## config.mk

```make
export PLATFORM = sky130hd
export DESIGN_NAME = display_refresh_sequencer
export DESIGN_NICKNAME = d
export VERILOG_FILES = /design/src/rtl/display_refresh_sequencer.sv
export SDC_FILE = /design/constraint.sdc
export NUM_CORES = 1
export LEC_CHECK = 0
export CAP_MARGIN = 10
export CELL_PAD_IN_SITES_DETAIL_PLACEMENT = 1
export CELL_PAD_IN_SITES_GLOBAL_PLACEMENT = 2
export CORE_UTILIZATION = 36
export CTS_BUF_LIST = sky130_fd_sc_hd__clkbuf_4 sky130_fd_sc_hd__clkbuf_8 sky130_fd_sc_hd__clkbuf_16
export CTS_CLUSTER_DIAMETER = 80
export DETAILED_ROUTE_END_ITERATION = 16
export HOLD_SLACK_MARGIN = 0.12
export PLACE_DENSITY_LB_ADDON = 0.1
export SYNTH_ARGS = -nofsm -noshare
export SYNTH_HDL_FRONTEND = slang
export SYNTH_SLANG_ARGS = --single-unit
```

## constraint.sdc

```tcl
create_clock -name clk -period 2.4 [get_ports clk]
set_input_delay 0.36 -clock clk [delete_from_list [all_inputs] [get_ports clk]]
set_output_delay 0.36 -clock clk [all_outputs]
set_load 0.01 [all_outputs]
```

## src/rtl/display_refresh_sequencer.sv

```systemverilog
// Serial 7-segment refresh sequencer: snapshots BCD digits + PM flag, shifts a frame MSB-first, then latches.
// Optional DISPLAY_LEADING_ZERO_BLANK_EN blanks a zero in the most significant digit.
module display_refresh_sequencer #(
  parameter int unsigned NUM_DIGITS = 4,
  parameter int unsigned CLK_DIV    = 2
) (
  input  logic                    clk,
  input  logic                    reset,
  input  logic                    refresh_req,
  input  logic [4*NUM_DIGITS-1:0] digits,
  input  logic                    pm_in,
  output logic                    serial_out,
  output logic                    clk_out,
  output logic                    latch_out,
  output logic                    busy,
  output logic                    done
);

  localparam int unsigned FRAME_BITS = 8 * NUM_DIGITS;
  localparam int unsigned DIV_W      = $clog2(CLK_DIV + 1);
  localparam int unsigned BIT_W      = $clog2(FRAME_BITS + 1);
  localparam logic [DIV_W-1:0] DIV_LAST = DIV_W'(CLK_DIV - 1);
  localparam logic [BIT_W-1:0] BIT_LOAD = BIT_W'(FRAME_BITS);
  localparam logic [BIT_W-1:0] BIT_ONE  = BIT_W'(1);

  typedef enum logic [2:0] {
    ST_IDLE,
    ST_LOAD,
    ST_SHIFT_LO,
    ST_SHIFT_HI,
    ST_LATCH
  } state_e;

  state_e                    state_q, state_d;
  logic [DIV_W-1:0]          div_q, div_d;
  logic [BIT_W-1:0]          bit_q, bit_d;
  logic [FRAME_BITS-1:0]     shreg_q, shreg_d;
  logic [4*NUM_DIGITS-1:0]   snap_digits_q, snap_digits_d;
  logic                      snap_pm_q, snap_pm_d;
  logic                      pending_q, pending_d;
  logic                      done_q, done_d;
  logic                      div_last;
  logic                      start;
  logic [FRAME_BITS-1:0]     frame;

  function automatic logic [7:0] seg7(input logic [3:0] d);
    case (d)
      4'd0:    seg7 = 8'hFC;
      4'd1:    seg7 = 8'h60;
      4'd2:    seg7 = 8'hDA;
      4'd3:    seg7 = 8'hF2;
      4'd4:    seg7 = 8'h66;
      4'd5:    seg7 = 8'hB6;
      4'd6:    seg7 = 8'hBE;
      4'd7:    seg7 = 8'hE0;
      4'd8:    seg7 = 8'hFE;
      4'd9:    seg7 = 8'hF6;
      default: seg7 = 8'h02;
    endcase
  endfunction

  assign div_last = (div_q == DIV_LAST);
  assign start    = (state_q == ST_IDLE) && (refresh_req || pending_q);

  always_ff @(posedge clk) begin
    if (reset) begin
      state_q <= ST_IDLE;
    end else begin
      state_q <= state_d;
    end
  end

  always_comb begin
    state_d = state_q;
    case (state_q)
      ST_IDLE:     if (refresh_req || pending_q) state_d = ST_LOAD;
      ST_LOAD:     state_d = ST_SHIFT_LO;
      ST_SHIFT_LO: if (div_last) state_d = ST_SHIFT_HI;
      ST_SHIFT_HI: if (div_last) state_d = (bit_q == BIT_ONE) ? ST_LATCH : ST_SHIFT_LO;
      ST_LATCH:    if (div_last) state_d = ST_IDLE;
      default:     state_d = ST_IDLE;
    endcase
  end

  // Digit NUM_DIGITS-1 occupies the top byte so it leaves first; PM rides on digit 0's dp.
  always_comb begin
    frame = '0;
    for (int unsigned i = 0; i < NUM_DIGITS; i++) begin
      frame[8*i +: 8] = seg7(snap_digits_q[4*i +: 4]);
    end
`ifdef DISPLAY_LEADING_ZERO_BLANK_EN
    if (snap_digits_q[4*(NUM_DIGITS-1) +: 4] == 4'd0) begin
      frame[FRAME_BITS-1 -: 8] = 8'h00;
    end
`endif
    frame[0] = snap_pm_q;
  end

  always_comb begin
    div_d         = '0;
    bit_d         = bit_q;
    shreg_d       = shreg_q;
    snap_digits_d = snap_digits_q;
    snap_pm_d     = snap_pm_q;
    pending_d     = pending_q;
    done_d        = (state_q == ST_LATCH) && div_last;
    if (state_q == ST_SHIFT_LO || state_q == ST_SHIFT_HI || state_q == ST_LATCH) begin
      div_d = div_last ? '0 : div_q + 1'b1;
    end
    if (state_q == ST_IDLE) begin
      if (start) begin
        snap_digits_d = digits;
        snap_pm_d     = pm_in;
        pending_d     = 1'b0;
      end
    end else begin
      pending_d = pending_q | refresh_req;
    end
    if (state_q == ST_LOAD) begin
      shreg_d = frame;
      bit_d   = BIT_LOAD;
    end
    if (state_q == ST_SHIFT_HI && div_last) begin
      shreg_d = shreg_q << 1;
      bit_d   = bit_q - 1'b1;
    end
  end

  always_ff @(posedge clk) begin
    if (reset) begin
      div_q         <= '0;
      bit_q         <= '0;
      shreg_q       <= '0;
      snap_digits_q <= '0;
      snap_pm_q     <= 1'b0;
      pending_q     <= 1'b0;
      done_q        <= 1'b0;
    end else begin
      div_q         <= div_d;
      bit_q         <= bit_d;
      shreg_q       <= shreg_d;
      snap_digits_q <= snap_digits_d;
      snap_pm_q     <= snap_pm_d;
      pending_q     <= pending_d;
      done_q        <= done_d;
    end
  end

  always_comb begin
    serial_out = 1'b0;
    clk_out    = 1'b0;
    latch_out  = 1'b0;
    busy       = (state_q != ST_IDLE);
    done       = done_q;
    case (state_q)
      ST_SHIFT_LO: serial_out = shreg_q[FRAME_BITS-1];
      ST_SHIFT_HI: begin
        serial_out = shreg_q[FRAME_BITS-1];
        clk_out    = 1'b1;
      end
      ST_LATCH:    latch_out = 1'b1;
      default:     ;
    endcase
  end

endmodule

```

Yosys cells after proc, flatten, opt, wreduce, memory -nomap -nowiden. Memories as Yosys holds them, arrays and structs flattened. A register that Yosys moved wholly into a read port is not among the register bits. Index checks and enable logic that the tools add are counted. Widths: inputs -> output; s select.

Reduce and logical (&&, ||, !) cells: 14. Mux-type cells: 23. Eq/ne operators: 11. Bitwise gates (word level): 2. $add $sub $neg: 2.

Operators by type and width (number): $mux 32 (2); $mux 4 (8); $mux 3 (5); $pmux 3 s5 (1); $mux 6 (2); $ne 2x2->1 const B (4); $eq 3x2->1 const B (2); $eq 6x1->1 const B (1); $sub 6x1->6 const B (1); $mux 1 (5); $reduce_and 4->1 (1); $reduce_or 2->1 (2); $eq 3x1->1 const B (1); $eq 3x3->1 const B (1); $logic_and 1x1->1 (3); $logic_not 3->1 (1); $logic_or 1x1->1 (3); $reduce_bool 3->1 (1); $reduce_or 3->1 (1); $add 2x1->2 const B (1); $eq 2x1->1 const B (1); $ne 2x1->1 const B (1); $reduce_and 2->1 (1); $reduce_bool 2->1 (1); 2 further kinds (2).

Logic and storage cells: 65. Memories: 4. Bits in registers: 62. ROM bits: 448.

Memories: (name not given) (words 16, width 7, rd ports 1, clocked after Yosys merged registers in 1, write ports 0, RTL line 47) `case (d)`; (name not given) (words 16, width 7, rd ports 1, clocked after Yosys merged registers in 1, write ports 0, RTL line 47); (name not given) (words 16, width 7, rd ports 1, clocked after Yosys merged registers in 1, write ports 0, RTL line 47); (name not given) (words 16, width 7, rd ports 1, clocked after Yosys merged registers in 1, write ports 0, RTL line 47).

Logic depth before layout (Yosys ltp). Gate-level depths: netlist (run 1).

Depth in word-level cells: 5. Gate-level depth with buffers: 11.

Worst setup path before layout (run 1). OpenSTA, ideal clock, no wires.

Path type: register to register. Start point: register state_q[0]. End point: register, netlist name frame[18]. Clock period less this slack: 2172 ps. Path slack: 228 ps. Buffers on the path: 2. Cell stages (with the launch flop): 12. Required time: 2286 ps. Arrival: 2058 ps. Cells stage by stage: dfxtp_1 -> clkbuf_2 -> nor3_4 -> inv_2 -> nor2_2 -> buf_2 -> nand2_1 -> a21oi_1 -> inv_1 -> ha_1 -> o21a_1 -> a21o_1.

Word-level cells in the longest chain between the ends: 5.

RTL lines: start: declaration (RTL line 34) `state_e state_q, state_d;`; start signal: assignment (RTL line 69) `state_q <= state_d;`; $logic_not 3->1 (*) (RTL line 63, 110); $logic_and 1x1->1 (RTL line 63) `assign start = (state_q == ST_IDLE) && (refresh_req || pending_q);`; $reduce_and 2->1 (no line) (*); $mux 4 (no line) (*) (2 in a row).

Mark *: on every way between the ends. The rest lies on a longest branch, timed or not. A chain may end at the register's enable or synchronous reset.

Worst setup path in the final report (run 1).
Start point: register state_q[1]. End point: output clk_out.

Word-level cells in the longest chain between the ends: 2.

RTL lines: $eq 3x2->1 (RTL line 155) `case (state_q)`; $mux 1 (RTL line 155); end: declaration (RTL line 13) `output logic clk_out,`.

No other way between the ends.

==> metrics.yaml, run 1 <==
status: "complete, no violations"
clockPowerShare: 0.330
stdcell_area_mm2: 0.004750
worstPathCellList: "nor2b_1 -> and2_1 -> clkdlybuf4s50_1"
gp_congestion: 0.8123
synthesis.area_mm2: 0.004026
root_buffer: "clkbuf_8"
numPortBuffers: 24
cpLargestDelayFamily: "flip-flops"
first_pass_iters: 4
switching_share: 0.2762
antenna_found_initial: 0
place_area_mm2: 0.004527
synth_area_leaders: "dfxtp_1 45%, ha_1 8.4%, a21oi_1 7.6%"
period_share: 0.9417
grt_pass1_vias: 3322
fp.dieH_um: 107.8
numCtsBuffers: 9
hold_path_class: "input pin to register"
drc_errors: 0
grt_max_degree: 37
wl_per_cell_um: 15.19
core_mm2: 0.01089
yosysSeqAreaShare: 0.4475
dp_hpwl_um: 7029
p_sw_mw: 0.9744
clk_latency_ns: 0.36
p_int_mw: 2.553
num_antenna_cells: 0
worstHoldStart: "reset"
yosysWarnings: 0
clock.fmax_mhz: 442.5
die_w_um: 107.8
cts-resized-gates: 0
path_max_fanout: 6
antenna_left: 0
irDropWorstVdd_mv: 0.3138
worstSetupStartpointType: "register"
via_count: 3260
async_flop_share: 0
relSlewSlack: 0.5972
syn_nets: 506
top_level_ports: 25
synthToLayoutAreaGrowth_pct: 17.96
critical-path-slowest-cell: "dfxtp_1"
syn_area_per_cell_um2: 8.772
cts_max_level: 3
grt_pass1_wl_um: 16670
worst-path-buf-inv: 1
yosysMostFrequentCell: "dfxtp_1"
clkTransAtPathRegs_ns: 0.08
final_nets: 544
synth-edff-count: 0
overflow: 0
arrival_ns: 1.90
drv_cap: 0
min_period_ns: 2.260
netlist.area_leader.share: 0.4475
initial_core_util: 0.3698
cts_tree: "built"
cp.required_ns: 2.04
combinationalPowerShare: 0.178
rows: 38
r2r_start: "state_q[2]"
cp-end-kind: "output pin"
cts_sinks: 90
wirelength_um: 9750
synth_flop_cell: "dfxtp_1"
drtIter0Drc: 124
tns_ns: 0
grtUsageTotal: 0.1849
finalMaxSlewViolations: 0
crit_type: "register to output pin"
cp_slowest_stage_delay_ns: 0.52
finClkSkew_ns: 0.009171
cellPowerDensity_mw_per_mm2: 742.7
yosysTopAreaCell: "dfxtp_1"
seqPwrFrac: 0.491
hold_viol: 0
yosys-top-cells-count: "90 x dfxtp_1, 61 x a21oi_1, 60 x nand2_1, 35 x a22oi_1, 27 x ha_1"
postCtsHoldBufs: 0
p_leak_nw: 1.895
ys_ff_latch: 90
die_area_mm2: 0.01161
synth.distinct_cells: 51
cp-startpoint: "state_q[1]"
rsz0062_at_grt: "no"
syn-instance-count: 459
cts_buffer_depth: 2
worst_pin_slew_ns: 0.6035
cts_setup_buffers: 0
setup_violations: 0
drive_above_1_share: 0.1215
vias_per_cell: 5.078
==> per-stage QoR <==
| step | hold WS (ns) | instances | power (mW) | utilization | worst slack (ns) |
|---|---|---|---|---|---|
| 2_1_floorplan | 0.3992 | 459 | 2.169 | - | 0.2280 |
| 3_3_place_gp | 0.4085 | 626 | 2.383 | 0.4158 | 0.07465 |
| 3_5_place_dp | 0.4326 | 626 | 2.401 | 0.4158 | 0.01760 |
| 4_1_cts | 0.3621 | 642 | 3.564 | 0.4362 | 0.1119 |
| 5_1_grt | 0.4012 | 642 | 3.746 | 0.4362 | 0.02759 |
| 6_report | 0.3847 | 642 | 3.528 | 0.4362 | 0.1400 |
==> cell type report <==
class,instances,area [um^2]
Inverter,29,108.9
Timing Repair Buffer,51,437.9
Fill cell,1289,6138
Sequential cell,90,1802
Clock inverter,5,77.57
Clock buffer,11,145.1
Multi-Input combinational cell,316,2003
Tap cell,140,175.2
==> layout by cell type, fill, tap and decap left out, drive strengths merged, types with 2 or more instances in the layout <==
cell type      Yosys  routed
nand2b             2       2
a31oi              2       2
buf               15      28
nor2b              7       7
ha                27      27
o21ai             11      11
nor3b              3       3
a41oi              2       2
bufinv             0       2
a211oi             3       3
nor2              26      26
and3               2       2
nor4               2       2
dfxtp             90      90
o22ai              2       2
nand3             14      14
or2                3       3
clkbuf             9      11
a21oi             67      67
clkinv             0       2
or4                2       2
inv               29      29
and2               3       3
and4               2       2
a21o              10      10
a211o              2       2
mux2i              6       6
nand2             61      61
o21a               2       2
o21bai             2       2
a22oi             35      35
clkdlybuf4s50      0      23
nor3               9       9
o211ai             2       2
==> routing by layer <==
layer	part of all wire	up-vias	routed length (um)	global-route usage
li1	-	1668	-	-
met1	0.50	1545	4909	0.2475
met2	0.46	36	4487	0.2940
met3	0.023	11	225	0.03632
met4	0.013	0	129	0.06556
met5	0	-	0	0
==> logic make-up (layout without fill, tap and decap cells) <==
| kind of cell | Yosys count | count (layout) | synth area share |
|---|---|---|---|
| simple gates | 138 | 138 | 0.1638 |
| buf+inv | 53 | 96 | 0.05655 |
| fa+ha+maj | 27 | 27 | 0.08390 |
| mux | 7 | 7 | 0.01771 |
| xor+xnor | 1 | 1 | 0.002176 |
| compound gates | 143 | 143 | 0.2284 |
| flops | 90 | 90 | 0.4475 |
==> worst reg2reg max path, cell delays in order (launching register included) <==
cell and delay (ns):
dfxtp_1 0.40, nor3_4 0.26, inv_2 0.07, nor2_2 0.13, buf_4 0.18, nand2_1 0.09, a21oi_1 0.22, inv_1 0.12
ha_1 0.32, nand2_1 0.06, a21o_1 0.17
==> final timing paths <==
kind	endpoint	slack, ns	cells past startpoint
setup reg to reg	frame[12]	0.27	10
hold reg to reg	div_q[0]	0.43	1
setup / recovery	clk_out	0.14	3
hold / removal	shreg_q[15]	0.38	2
==> sequential cells by signal, summed over array words and instances (netlist names) <==
signal         count
div_q              2
shreg_q           32
bit_q              6
frame             28
snap_pm_q          1
done               1
pending_q          1
snap_digits_q     16
state_q            3
==> power by group through the flow <==
stage                     clock [mW]  combinational (mW)  sequential [mW]
after floorplan                    0               0.428             1.74
after global placement             0               0.619             1.76
after detailed placement           0               0.632             1.77
after CTS                       1.19               0.638             1.73
after global routing            1.28               0.711             1.75
final                           1.17               0.629             1.73
No activity file was read; power rests on OpenSTA's default activity.
==> inputs of run 2 (changes only) <==
Settings changed: CORE_MARGIN from default to 4, TNS_END_PERCENT from default to 10.
==> run 2 against run 1 <==
Via count increased by 2.4%; critical path depth up 1; power rose by 2.0%; critical endpoint is now busy; register-to-register slack got worse by 0.07 ns; utilization increased by 0.40 points; sequential power about the same.
==> metrics.yaml, run 2 (synthesis results as in run 1) <==
min_path_cells: 1
antenna_left: 0
wirelength_um: 9990
seqPwrFrac: 0.483
worst-path-buf-inv: 3
num_antenna_cells: 0
p_sw_mw: 0.9638
critical-path-slowest-cell: "clkdlybuf4s50_1"
cpLargestDelayFamily: "buffers and inverters"
cts_max_level: 3
reg2reg_to: "frame[12]"
via_count: 3337
die_area_mm2: 0.01294
p_int_mw: 2.634
drtIter0Drc: 185
numCtsBuffers: 9
worstSetupStartpointType: "register"
crit_type: "register to output pin"
largest_reg_flops: 32
clkTransAtPathRegs_ns: 0.08
max_flop_register: "shreg_q"
cts_setup_buffers: 0
final_common_cell: "dfxtp_1"
clock.fmax_mhz: 453.1
setup_violations: 0
finClkSkew_ns: 0.008978
p_leak_nw: 1.914
cellPowerDensity_mw_per_mm2: 750.5
root_buffer: "clkbuf_8"
first_pass_iters: 4
top_level_ports: 25
ff2ff_path_depth: 10
switching_share: 0.2679
clockPowerShare: 0.339
core_mm2: 0.01089
hold_path_class: "register to register"
cts_tree: "built"
numPortBuffers: 24
die_w_um: 113.8
synthToLayoutAreaGrowth_pct: 19.05
cp-end-kind: "output pin"
hold_path_end: "div_q[0]"
cp.required_ns: 2.04
vias_per_cell: 5.190
rrSetupSlack_ns: 0.20
combinationalPowerShare: 0.177
clk_latency_ns: 0.36
drc_errors: 0
grt_max_degree: 37
wl_per_cell_um: 15.54
finalMaxSlewViolations: 0
arrival_ns: 1.85
total_power_mw: 3.597
rows: 38
tns_ns: 0
worst_pin_slew_ns: 0.6037
cts_buffer_depth: 2
final_nets: 546
initial_core_util: 0.3698
period_share: 0.9196
relSlewSlack: 0.5966
min_period_ns: 2.207
drv_cap: 0
hold_viol: 0
dp_hpwl_um: 7098
r2r_start: "state_q[2]"
fp.dieH_um: 113.8
final_cell_mix: "90 x dfxtp_1, 60 x nand2_1, 58 x a21oi_1"
overflow: 0
gp_congestion: 0.7437
cts_sinks: 90
cp_slowest_stage_delay_ns: 0.48
grt_pass1_vias: 3440
worstHoldStart: "div_q[0]"
rsz0062_at_grt: "no"
path_max_fanout: 8
grt_pass1_wl_um: 16980
irDropWorstVdd_mv: 0.2611
grtUsageTotal: 0.1644
status: "complete, no violations"
worstPathCellList: "nor3_4 -> inv_2 -> buf_4 -> clkdlybuf4s50_1"
antenna_found_initial: 0
drive_above_1_share: 0.1292
==> run 2: worst max-delay path by stage <==
stage          cells past startpoint        start          end
3_5_place_dp                       9  refresh_req    frame[10]
3_3_place_gp                       9  refresh_req     frame[1]
5_1_grt                           10   state_q[2]    frame[12]
2_1_floorplan                     11   state_q[0]    frame[18]
6_report                           4   state_q[2]         busy
4_1_cts                            6   state_q[2]  shreg_q[25]
==> run 2: cell type report <==
type / instances / area, um^2
clock buffer: 10 / 131.4
clock inverter: 5 / 103.9
fill: 1295 / 6095
inverter: 29 / 108.9
multi-input combinational: 316 / 2019
sequential: 90 / 1802
tap: 140 / 175.2
timing repair buffer: 53 / 452.9
==> run 2: repair_timing <==
item	in CTS	in global routing
resized for setup	0	4
setup endpoints to repair	0	18
hold buffers	0	0
==> run 2: power groups by stage <==
stage | clock [mW] | combinational [mW] | sequential (mW)
after floorplan | 0 | 0.428 | 1.74
after global placement | 0 | 0.620 | 1.77
after detailed placement | 0 | 0.636 | 1.77
after CTS | 1.26 | 0.639 | 1.74
after global routing | 1.33 | 0.721 | 1.76
final | 1.22 | 0.638 | 1.74
==> run 2: worst reg2reg max path, delay by kind of cell (launching register included) <==
kind	cells	cell delay (ns)
simple gates	4	0.63
compound gates	2	0.39
buf+inv	3	0.36
flops	1	0.40
fa+ha+maj	1	0.31
==> run 2: layer usage <==
| metal | track usage | share of wire | vias to the layer above |
|---|---|---|---|
| li1 | - | - | 1678 |
| met1 | 0.2284 | 0.52 | 1604 |
| met2 | 0.2560 | 0.44 | 44 |
| met3 | 0.02706 | 0.024 | 11 |
| met4 | 0.06330 | 0.015 | 0 |
| met5 | 0 | 0 | - |
==> run 2: per-stage QoR <==
step                      setup slack [ns]  area (um^2)  utilization  hold WS, ns  cells
after detailed placement           0.01625         4542       0.4171       0.4156    628
after CTS                          0.02700         4777       0.4388       0.4316    643
after floorplan                     0.2280         4026            -       0.3992    459
after global placement             0.08546         4542       0.4171       0.4083    628
after global routing              0.001421         4793       0.4402       0.4682    643
final                               0.1929         4793       0.4402       0.4264    643
